===== config.mk =====
export PLATFORM = sky130hd
export DESIGN_NAME = data_router_req_gen
export DESIGN_NICKNAME = d
export VERILOG_FILES = /design/src/rtl/data_router_req_gen.sv
export SDC_FILE = /design/constraint.sdc
export NUM_CORES = 1
export LEC_CHECK = 0
export ABC_AREA = 1
export CAP_MARGIN = 30
export CORE_ASPECT_RATIO = 0.5
export CORE_MARGIN = 2
export CORE_UTILIZATION = 25
export CTS_CLUSTER_DIAMETER = 50
export DETAILED_ROUTE_END_ITERATION = 12
export PLACE_DENSITY = 0.6
export SYNTH_ARGS = -nofsm -noshare
export SYNTH_HDL_FRONTEND = slang
export SYNTH_SLANG_ARGS = --single-unit

===== constraint.sdc =====
create_clock -name clk -period 2.15 [get_ports clk]
set_input_delay 0.645 -clock clk [delete_from_list [all_inputs] [get_ports clk]]
set_output_delay 0.645 -clock clk [all_outputs]
set_load 0.03 [all_outputs]

===== src/rtl/data_router_req_gen.sv =====
// Request sequencer for the data router: waits for each block, then sweeps the buffer in RR/BR/RP order.
// Compile with DATA_ROUTER_REQ_STRIDE_EN defined to enable the STRIDE column step in RP mode.
module data_router_req_gen #(
    parameter int POY    = 3,
    parameter int BUFW   = 32,
    parameter int BUFH   = 3,
    parameter int STRIDE = 1
) (
    input  logic        clk,
    input  logic        rst_n,
    input  logic        start,
    input  logic [1:0]  mode,
    input  logic [7:0]  nblk,
    input  logic        blkend,
    output logic [7:0]  bank,
    output logic [7:0]  row,
    output logic [27:0] col,
    output logic [1:0]  rpsel,
    output logic        dvld,
    output logic [7:0]  dbank,
    output logic [7:0]  drow,
    output logic [27:0] dcol,
    output logic        busy,
    output logic        done,
    output logic [1:0]  err
);

    typedef enum logic [1:0] {S_IDLE, S_WAIT, S_ISSUE, S_DRAIN} state_e;
    typedef enum logic [1:0] {M_RR = 2'b00, M_BR = 2'b01, M_RP = 2'b10, M_NE = 2'b11} mode_e;

    localparam int BKW = (POY  > 1) ? $clog2(POY)  : 1;
    localparam int RWW = (BUFH > 1) ? $clog2(BUFH) : 1;
    localparam int CLW = (BUFW > 1) ? $clog2(BUFW) : 1;
    localparam int SW  = $clog2(BUFW + STRIDE) + 1;

`ifdef DATA_ROUTER_REQ_STRIDE_EN
    localparam int STEP = STRIDE;
`else
    localparam int STEP = 1;
`endif

    state_e           state_q, state_d;
    mode_e            mode_q, mode_d;
    logic [7:0]       blk_cnt_q, blk_cnt_d;
    logic             pend_q, pend_d;
    logic [BKW-1:0]   bank_cnt_q, bank_cnt_d;
    logic [RWW-1:0]   row_cnt_q, row_cnt_d;
    logic [CLW-1:0]   col_cnt_q, col_cnt_d;
    logic             req_vld_q, req_vld_d;
    logic [7:0]       bank_q, bank_d, dbank_q, dbank_d;
    logic [7:0]       row_q, row_d, drow_q, drow_d;
    logic [27:0]      col_q, col_d, dcol_q, dcol_d;
    logic [1:0]       rpsel_q, rpsel_d;
    logic             dvld_q, dvld_d;
    logic             busy_q, busy_d;
    logic             fin_q, fin_d;
    logic             done_q, done_d;
    logic [1:0]       err_q, err_d;

    logic [SW-1:0]    col_sum;
    logic             row_last, bank_last, col_last, sweep_last;

    always_comb begin
        col_sum   = SW'(col_cnt_q) + SW'(STEP);
        row_last  = (row_cnt_q == RWW'(BUFH - 1));
        bank_last = (bank_cnt_q == BKW'(POY - 1));
        col_last  = (col_sum >= SW'(BUFW));
        case (mode_q)
            M_BR:    sweep_last = bank_last && row_last;
            M_RP:    sweep_last = row_last && col_last;
            default: sweep_last = row_last;
        endcase
    end

    always_comb begin
        // NOTE: every signal gets a default before the case so no path can infer a latch.
        state_d    = state_q;
        mode_d     = mode_q;
        blk_cnt_d  = blk_cnt_q;
        pend_d     = pend_q;
        bank_cnt_d = bank_cnt_q;
        row_cnt_d  = row_cnt_q;
        col_cnt_d  = col_cnt_q;
        err_d      = err_q;
        req_vld_d  = 1'b0;
        bank_d     = '0;
        row_d      = '0;
        col_d      = '0;
        rpsel_d    = M_RR;
        fin_d      = 1'b0;

        case (state_q)
            S_IDLE: begin
                if (start) begin
                    if (mode == M_NE) begin
                        err_d[0] = 1'b1;
                    end else begin
                        state_d    = S_WAIT;
                        mode_d     = mode_e'(mode);
                        blk_cnt_d  = (nblk == 8'd0) ? 8'd0 : nblk - 8'd1;
                        err_d      = 2'b00;
                        pend_d     = 1'b0;
                        bank_cnt_d = '0;
                        row_cnt_d  = '0;
                        col_cnt_d  = '0;
                    end
                end
            end
            S_WAIT: begin
                if (blkend || pend_q) begin
                    state_d = S_ISSUE;
                    // A fresh blkend arriving while a pending one is consumed stays pending.
                    pend_d  = pend_q && blkend;
                end
            end
            S_ISSUE: begin
                req_vld_d = 1'b1;
                bank_d    = 8'(bank_cnt_q);
                row_d     = 8'(row_cnt_q);
                col_d     = 28'(col_cnt_q);
                rpsel_d   = mode_q;
                case (mode_q)
                    M_BR: begin
                        if (row_last) begin
                            row_cnt_d  = '0;
                            bank_cnt_d = bank_cnt_q + BKW'(1);
                        end else begin
                            row_cnt_d  = row_cnt_q + RWW'(1);
                        end
                    end
                    M_RP: begin
                        if (col_last) begin
                            col_cnt_d = '0;
                            row_cnt_d = row_cnt_q + RWW'(1);
                        end else begin
                            col_cnt_d = CLW'(col_sum);
                        end
                    end
                    default: row_cnt_d = row_cnt_q + RWW'(1);
                endcase
                if (sweep_last) begin
                    bank_cnt_d = '0;
                    row_cnt_d  = '0;
                    col_cnt_d  = '0;
                    if (blk_cnt_q != 8'd0) begin
                        blk_cnt_d = blk_cnt_q - 8'd1;
                        state_d   = S_WAIT;
                    end else begin
                        state_d   = S_DRAIN;
                    end
                end
            end
            S_DRAIN: begin
                state_d = S_IDLE;
                fin_d   = 1'b1;
            end
            default: state_d = S_IDLE;
        endcase

        if ((state_q == S_ISSUE || state_q == S_DRAIN) && blkend) begin
            if (pend_q) err_d[1] = 1'b1;
            else        pend_d   = 1'b1;
        end

        // The router registers each request, so its data trails the request bus by one cycle.
        dvld_d  = req_vld_q;
        dbank_d = bank_q;
        drow_d  = row_q;
        dcol_d  = col_q;
        busy_d  = (state_q != S_IDLE);
        done_d  = fin_q;
    end

    // NOTE: sequential state uses non-blocking assignments so all flops update together at the edge.
    always_ff @(posedge clk or negedge rst_n) begin
        if (!rst_n) begin
            state_q    <= S_IDLE;
            mode_q     <= M_RR;
            blk_cnt_q  <= '0;
            pend_q     <= 1'b0;
            bank_cnt_q <= '0;
            row_cnt_q  <= '0;
            col_cnt_q  <= '0;
            req_vld_q  <= 1'b0;
            bank_q     <= '0;
            row_q      <= '0;
            col_q      <= '0;
            rpsel_q    <= M_RR;
            dvld_q     <= 1'b0;
            dbank_q    <= '0;
            drow_q     <= '0;
            dcol_q     <= '0;
            busy_q     <= 1'b0;
            fin_q      <= 1'b0;
            done_q     <= 1'b0;
            err_q      <= '0;
        end else begin
            state_q    <= state_d;
            mode_q     <= mode_d;
            blk_cnt_q  <= blk_cnt_d;
            pend_q     <= pend_d;
            bank_cnt_q <= bank_cnt_d;
            row_cnt_q  <= row_cnt_d;
            col_cnt_q  <= col_cnt_d;
            req_vld_q  <= req_vld_d;
            bank_q     <= bank_d;
            row_q      <= row_d;
            col_q      <= col_d;
            rpsel_q    <= rpsel_d;
            dvld_q     <= dvld_d;
            dbank_q    <= dbank_d;
            drow_q     <= drow_d;
            dcol_q     <= dcol_d;
            busy_q     <= busy_d;
            fin_q      <= fin_d;
            done_q     <= done_d;
            err_q      <= err_d;
        end
    end

    assign bank  = bank_q;
    assign row   = row_q;
    assign col   = col_q;
    assign rpsel = rpsel_q;
    assign dvld  = dvld_q;
    assign dbank = dbank_q;
    assign drow  = drow_q;
    assign dcol  = dcol_q;
    assign busy  = busy_q;
    assign done  = done_q;
    assign err   = err_q;

endmodule


**Word-level counts from Yosys, hierarchy flattened**

Cells that the tools add are included.

- Flip-flop bits (word level): 119
- Word-level logic and storage cells: 111
- Bits of input ports: 14

- $lt $le $gt $ge: 1
- Equality and inequality tests: 17
- Bitwise gates (word level): 1
- Add/subtract/negate cells: 5
- Muxes and demuxes: 48
- Reduce and logical (&&, ||, !) cells: 18

Operators by type and width:

| kind | count |
|---|---|
| $mux W8 | 5 |
| $mux W2 | 18 |
| $mux W5 | 6 |
| $pmux W8 S2 | 1 |
| $sub A8 B1 Y8 const B | 2 |
| $eq A2 B2 Y1 const B | 6 |
| $pmux W2 S2 | 3 |
| $reduce_and A4 Y1 | 3 |
| $mux W1 | 11 |
| $ne A2 B2 Y1 const B | 5 |
| $pmux W5 S2 | 1 |
| $reduce_and A5 Y1 | 2 |
| $logic_not A8 Y1 | 1 |
| $pmux W2 S4 | 1 |
| $reduce_bool A8 Y1 | 1 |
| $add A5 B1 Y6 const B | 1 |
| $ge A6 B6 Y1 const B | 1 |
| $ne A3 B2 Y1 const B | 2 |
| $add A2 B1 Y2 const B | 2 |
| $eq A2 B1 Y1 const B | 2 |
| $logic_and A1 B1 Y1 | 4 |
| $ne A4 B4 Y1 const B | 1 |
| $pmux W1 S2 | 2 |
| $reduce_bool A2 Y1 | 2 |
| other kinds (6) | 7 |

**Longest topological paths before layout**

Gate-level depths: netlist of the first run.

- Depth in word-level cells: 6
- Mapped depth: 12
- Depth with buffers taken out: 12

**Worst setup path after synthesis of the first run**

No wires, ideal clock.

- Path kind: input-to-reg
- From: input nblk[0]
- To: register blk_cnt_q[4]
- Cell stages on the path: 7
- Setup time: 118 ps
- Path slack: 376 ps
- Data arrival time: 1657 ps
- Path through: inv_1 -> ha_1 -> nand3_1 -> o21ai_0 -> o21ai_0 -> nand4_1 -> nand2_1

- Word-level cells in the longest chain between the ends: 5
- Elaborated cells on any way between the ends: 6
- Classes of those cells: add/sub (1); mux (4); reduce/logical (1)

RTL lines:

| item | line | source |
|---|---|---|
| from (decl) | 13 | `input logic [7:0] nblk,` |
| $sub A8 B1 Y8 / $logic_not A8 Y1 (equally long branches) | 100 | `blk_cnt_d = (nblk == 8'd0) ? 8'd0 : nblk - 8'd1;` |
| $mux W8 * | 100 |  |
| $mux W8 * | 95 | `if (mode == M_NE) begin` |
| $mux W8 * | 94 | `if (start) begin` |
| $pmux W8 S2 * | 92 | `case (state_q)` |
| to (signal assigned) | 200 | `blk_cnt_q <= blk_cnt_d;` |
| to (decl) | 44 | `logic [7:0] blk_cnt_q, blk_cnt_d;` |

Every way passes the cells marked *; elsewhere a longest branch is shown, timed or not. The select of a mux whose other input is x is not followed.
A chain may end at the register's enable or synchronous reset.

**Worst setup path after layout of the first run**

- From: register row_q[1] (netlist: row[1])
- To: output row[1]

RTL lines:

| item | line | source |
|---|---|---|
| from (decl) | 51 | `logic [7:0] row_q, row_d, drow_q, drow_d;` |
| from (signal assigned) | 207 | `row_q <= row_d;` |
| to (decl) | 16 | `output logic [7:0] row,` |

No word-level cell between the ends.

==> results.cfg, run 1 <==
[global_route]
grt_start_max_net_pins = 50
first_global_vias = 1928
gr-usage-all-layers_pct = 8.11
antenna_found_initial = 0
grt_overflow = 0
grt_pass1_wl_um = 8620

[timing]
tns_ns = 0
fin_worst_skew_ns = 0.00819
setup_violations = 0
fmax_mhz = 508
hold_viol = 0
min_period_ns = 1.97
drv_slew = 0
rsz0062_at_grt = no
fin_crit_sh_pct = 91.5

[status]
status = complete, no violations

[die]
core_area_sq_mm = 0.0117
start_util_pct = 25.5
dieHeight_um = 81.4
ios = 109
die_width_um = 159
die_area_sq_mm = 0.0129
row_count = 28

[worst_setup_path]
slowest_stage = clkdlybuf4s50_1
arrival_ns = 1.32
cp.required_ns = 1.50
crit_type = reg -> out
ff2ff_setup_slack_ns = 0.39
worstSetupEndpointType = output port
path_max_fanout = 2
path_delay_family = buffers and inverters
worst-path-buf-inv = 1
path_cells = clkdlybuf4s50_1
critPathLaunchType = register
max_stage_delay_ns = 0.68

[power]
p_leak_nw = 1.80
power.density_mw_per_mm2 = 1180
ir_worst_vdd_uv = 366
finalPower_mw = 4.16

[clock_tree]
cts.sinks = 49
cts-htree-levels = 2
clk_pin_slew_ns = 0.06
hold_buffers = 0
cts_buffers = 5
root_buffer = clkbuf_16
clkLatencyLatePin_ns = 0.29
cts_max_path_buffers = 2
tritoncts = built

[place]
globalplace.congestion = 0.789
hpwl_um = 4080
port_buffers = 38
dp_cells = 579

[yosys]
netlist_area_sq_mm = 0.00300
avgSynthCellArea_sq_um = 8.03
ys_types = 29
ys.warnings.count = 0
synth_cells = 373
ys_ff_latch = 49
synth-seq-area-share_pct = 40.9

[final_layout]
syn_to_final_growth_pct = 17.7
drive_gt1_share_pct = 7.82
final_cell_mix = nand2_1, conb_1, nor2_1
num_antenna_cells = 0
final_cells = 587
finish.net_count = 441

[drt]
first_pass_iters = 4
wl_per_cell_um = 8.98
postRouteAntennaNets = 0
wl_um = 5270
drc = 0
drt_iter0_markers = 96
vias = 2163
vias_per_cell = 3.68

[job]
maxCapViolCount = 0

[worst_hold_path]
hp-class = in -> async
[synthesized netlist by cell type]
cell type	number	area share [%]
a21oi_1	2	0.33
a21oi_2	1	0.29
a21oi_4	1	0.54
buf_2	2	0.33
buf_4	72	18
buf_6	1	0.38
conb_1	1	0.13
dfrtp_1	49	41
ha_1	6	2.5
inv_1	45	5.6
inv_2	1	0.13
nand2_1	70	8.8
nand2_2	4	0.83
nand2_4	3	1.1
nand3_1	20	3.3
nand3_2	2	0.67
nand3b_1	1	0.25
nand4_1	11	2.3
nor2_1	52	6.5
nor2_8	1	0.67
nor3_1	1	0.17
o21ai_0	12	2.0
o21bai_2	1	0.38
o22ai_1	2	0.42
o311ai_0	1	0.29
o31ai_1	2	0.50
or2_2	1	0.21
xnor2_1	2	0.58
xor2_1	6	1.8
[timing repair]
item                       4_1_cts  5_1_grt
setup endpoints to repair        0        1
setup buffers                    0        0
gates resized for setup          0        1
[worst reg2reg max path, cell delays in order (launching register included)]
cell      delay (ns)
dfrtp_1         0.38
inv_1           0.09
ha_1            0.21
inv_1           0.04
o21bai_2        0.20
nand2_1         0.08
nand2_2         0.07
nand2_4         0.10
nand2_4         0.14
nand2_4         0.15
nand2_2         0.08
nand2_1         0.06
nand2_1         0.05
[layer usage]
| layer | wire [um] | up-vias | track usage (%) | share of wire [%] |
|---|---|---|---|---|
| li1 | - | 1113 | - | - |
| met3 | 377 | 6 | 2.22 | 7.2 |
| met5 | 0 | - | 0 | 0 |
| met1 | 2330 | 980 | 9.80 | 44 |
| met2 | 2510 | 64 | 14.5 | 48 |
| met4 | 52 | 0 | 2.48 | 0.99 |
[kinds of logic (layout without fill, tap and decap cells)]
logic type / count (synthesis) / in the layout / share of synthesized area, %
AO/OA/AOI/OAI: 22 / 22 / 4.76
XOR/XNOR: 8 / 8 / 2.34
flip-flops: 49 / 49 / 40.9
adder cells (fa/ha/maj): 6 / 6 / 2.51
AND/OR/NAND/NOR: 166 / 166 / 24.8
buffers and inverters: 121 / 101 / 24.5
other: 1 / 70 / 0.125
[cell type report]
class                           instances  area [sq um]
Fill cell                            1254          8210
Multi-Input combinational cell        272          1290
Sequential cell                        49          1230
Timing Repair Buffer                   47           455
Tap cell                              165           206
Inverter                               46           173
Clock buffer                            5           125
Clock inverter                          3          46.3
[state kept, by name, indices dropped and copies added, names as in the netlist, 2 cells and up]
name	flops
blk_cnt_q	8
col	5
col_cnt_q	5
dcol	5
bank	2
bank_cnt_q	2
dbank	2
drow	2
err	2
mode_q	2
row	2
row_cnt_q	2
rpsel	2
state_q	2
[where the power goes]
part	leakage, nW	internal [mW]	switching (mW)
logic	1.07	0.638	1.27
registers	0.651	1.17	0.187
clock network	0.0800	0.550	0.334
total	1.80	2.36	1.80
[metrics by stage]
stage	setup slack (ns)	hold WS, ns	area (sq um)	utilization [%]
2_1_floorplan	0.376	0.331	3260	-
3_3_place_gp	-0.103	0.337	3360	28.6
3_5_place_dp	-0.131	0.339	3360	28.6
4_1_cts	0.163	0.349	3530	30.1
5_1_grt	0.0633	0.366	3530	30.1
6_report	0.183	0.339	3530	30.1
[path summary, 6_finish.rpt]
path	endpoint	start	cells past startpoint
max in group asynchronous	blk_cnt_q[1]	rst_n	2
hold / removal	drow[1]	rst_n	2
hold reg to reg	done	done_d	0
setup reg to reg	col_cnt_q[1]	mode_q[0]	12
min in group clk	done	done_d	0
setup / recovery	row[1]	row[1]	1
(Power assumes the default switching activity.)
==> run 2: changes to the inputs <==
Settings changed: GPL_TIMING_DRIVEN set to 0.
==> run 2 against run 1 <==
  * Cell area increased by 14%
  * Largest power group unchanged
  * Utilization up 4.3 points
  * Via count increased by 9.0%
  * Critical endpoint is now blk_cnt_q[5]
==> results.cfg, run 2 (synthesized netlist as in run 1, its figures left out) <==
[worst_setup_path]
r2r-end = col_cnt_q[1]
reg2reg_from = mode_q[0]
r2r_cells = 12
path_cells = clkdlybuf4s50_1, inv_1, ha_1, nand3_1, nor2_1, nor2_1, nand3_1, nand2_1, nand4_1, nand2_1
critPathLaunchType = input pin
path_max_fanout = 4
cp.depth = 10
arrival_ns = 2.21
max_stage_delay_ns = 0.49
crit_type = in -> reg
path_delay_family = simple AND/OR/NAND/NOR gates
cp.required_ns = 2.38
slowest_stage = clkdlybuf4s50_1
worstSetupEndpointType = register
worst-path-buf-inv = 2
ff2ff_setup_slack_ns = 0.46

[clock_tree]
cts-htree-levels = 2
ctsResizeCount = 1
clk_pin_slew_ns = 0.07
root_buffer = clkbuf_16
cts.sinks = 49
clkLatencyLatePin_ns = 0.29
tritoncts = built
cts_buffers = 5
postCtsSetupBuffers = 0
hold_buffers = 0
cts_max_path_buffers = 2

[die]
row_count = 28
core_area_sq_mm = 0.0117
start_util_pct = 25.5
die_area_sq_mm = 0.0129
dieHeight_um = 81.4
ios = 109
die_width_um = 159

[timing]
hold_viol = 0
drv_slew = 0
fin_crit_sh_pct = 92.0
worst_hold_slack_ns = 0.273
fin_worst_skew_ns = 0.00517
fmax_mhz = 506
min_period_ns = 1.98
rsz0062_at_grt = no
tns_ns = 0
setup_violations = 0

[drt]
wl_per_cell_um = 8.72
wl_met1_um = 2480
dr_wl_met3_um = 473
drc = 0
wl_um = 5710
dr.max_layer_used = met4
first_pass_iters = 4
drt_iter0_markers = 71
route.met2.wl_um = 2680
postRouteAntennaNets = 0
vias_per_cell = 3.61
vias = 2358

[final_layout]
finish.net_count = 508
layout_commonest_cell = buf_4
final_cells = 654
top_register = blk_cnt_q
num_antenna_cells = 0
syn_to_final_growth_pct = 34.4
final_cell_mix = buf_4, nand2_1, conb_1
largest_register_ffs = 8
fillers = 1199
drive_gt1_share_pct = 20.7
final_util_pct = 34.3

[place]
hpwl_um = 4380
globalplace.congestion = 0.883
port_buffers = 38
dp_cells = 646

[power]
p_leak_nw = 2.17
ir_worst_vdd_uv = 407
finalPower_mw = 4.23
power.density_mw_per_mm2 = 1050

[global_route]
antenna_found_initial = 0
gr-usage-all-layers_pct = 8.75
grt_start_max_net_pins = 35
first_global_vias = 2078
grt_overflow = 0
grt_pass1_wl_um = 9180

[status]
status = complete, no violations

[worst_hold_path]
hp-class = in -> async

[job]
maxCapViolCount = 0
==> run 2: changes by cell type in the layout (fill, tap and decap cells not counted) <==
cell / delta
buf_2: +2
buf_4: +64
buf_6: +1
bufinv_16: -1
clkbuf_8: +2
clkinv_2: +1
clkinv_4: -1
clkinvlp_4: -1
o21ai_1: -1
o21ai_4: +1
==> run 2: worst max path at each step <==
stage | endpoint | slack, ns | from
floorplan | blk_cnt_q[4] | 0.38 | nblk[0]
global placement | blk_cnt_q[0] | -1.09 | rst_n
detailed placement | blk_cnt_q[4] | -0.40 | nblk[0]
CTS | blk_cnt_q[4] | 0.06 | nblk[0]
global route | blk_cnt_q[5] | 0.01 | nblk[0]
finish | blk_cnt_q[5] | 0.17 | nblk[0]
==> run 2: through the flow <==
stage | instance area [sq um] | setup slack, ns
6_report | 4030 | 0.173
5_1_grt | 4030 | 0.0139
4_1_cts | 4020 | 0.0613
3_5_place_dp | 3860 | -0.405
3_3_place_gp | 3840 | -1.09
2_1_floorplan | 3260 | 0.376
==> run 2: layout make-up <==
type,instances,area (sq um),share of cell area [%]
multi-input cells,272,1310,32.4
clock buffers,7,153,3.79
inverters,46,173,4.29
flip-flops and latches,49,1230,30.5
plain buffers,75,562,14.0
well taps,165,206,5.13
repair buffers,39,395,9.82
clock inverters,1,5.00,0.124
==> run 2: where the power goes <==
| group | switching (mW) | leakage (nW) | total (mW) | internal (mW) |
|---|---|---|---|---|
| Clock | 0.332 | 0.0799 | 0.825 | 0.493 |
| Sequential | 0.186 | 0.651 | 1.36 | 1.17 |
| Combinational | 1.31 | 1.44 | 2.05 | 0.737 |
| Total | 1.83 | 2.17 | 4.23 | 2.40 |
==> run 2: per-layer routing <==
metal	GRT usage [%]	vias to the layer above
li1	-	1247
met1	10.4	1033
met2	15.3	72
met3	2.53	6
met4	3.58	0
met5	0	-
==> run 2: worst reg2reg max path, cell delays in order (launching register included) <==
cell and delay (ns):
dfrtp_1 0.38, inv_1 0.10, ha_1 0.21, inv_1 0.04
o21bai_2 0.20, nand2_1 0.08, nand2_2 0.07, nand2_4 0.10
nand2_4 0.09, nand2_4 0.13, nand2_2 0.08, nand2_1 0.06
nand2_1 0.04
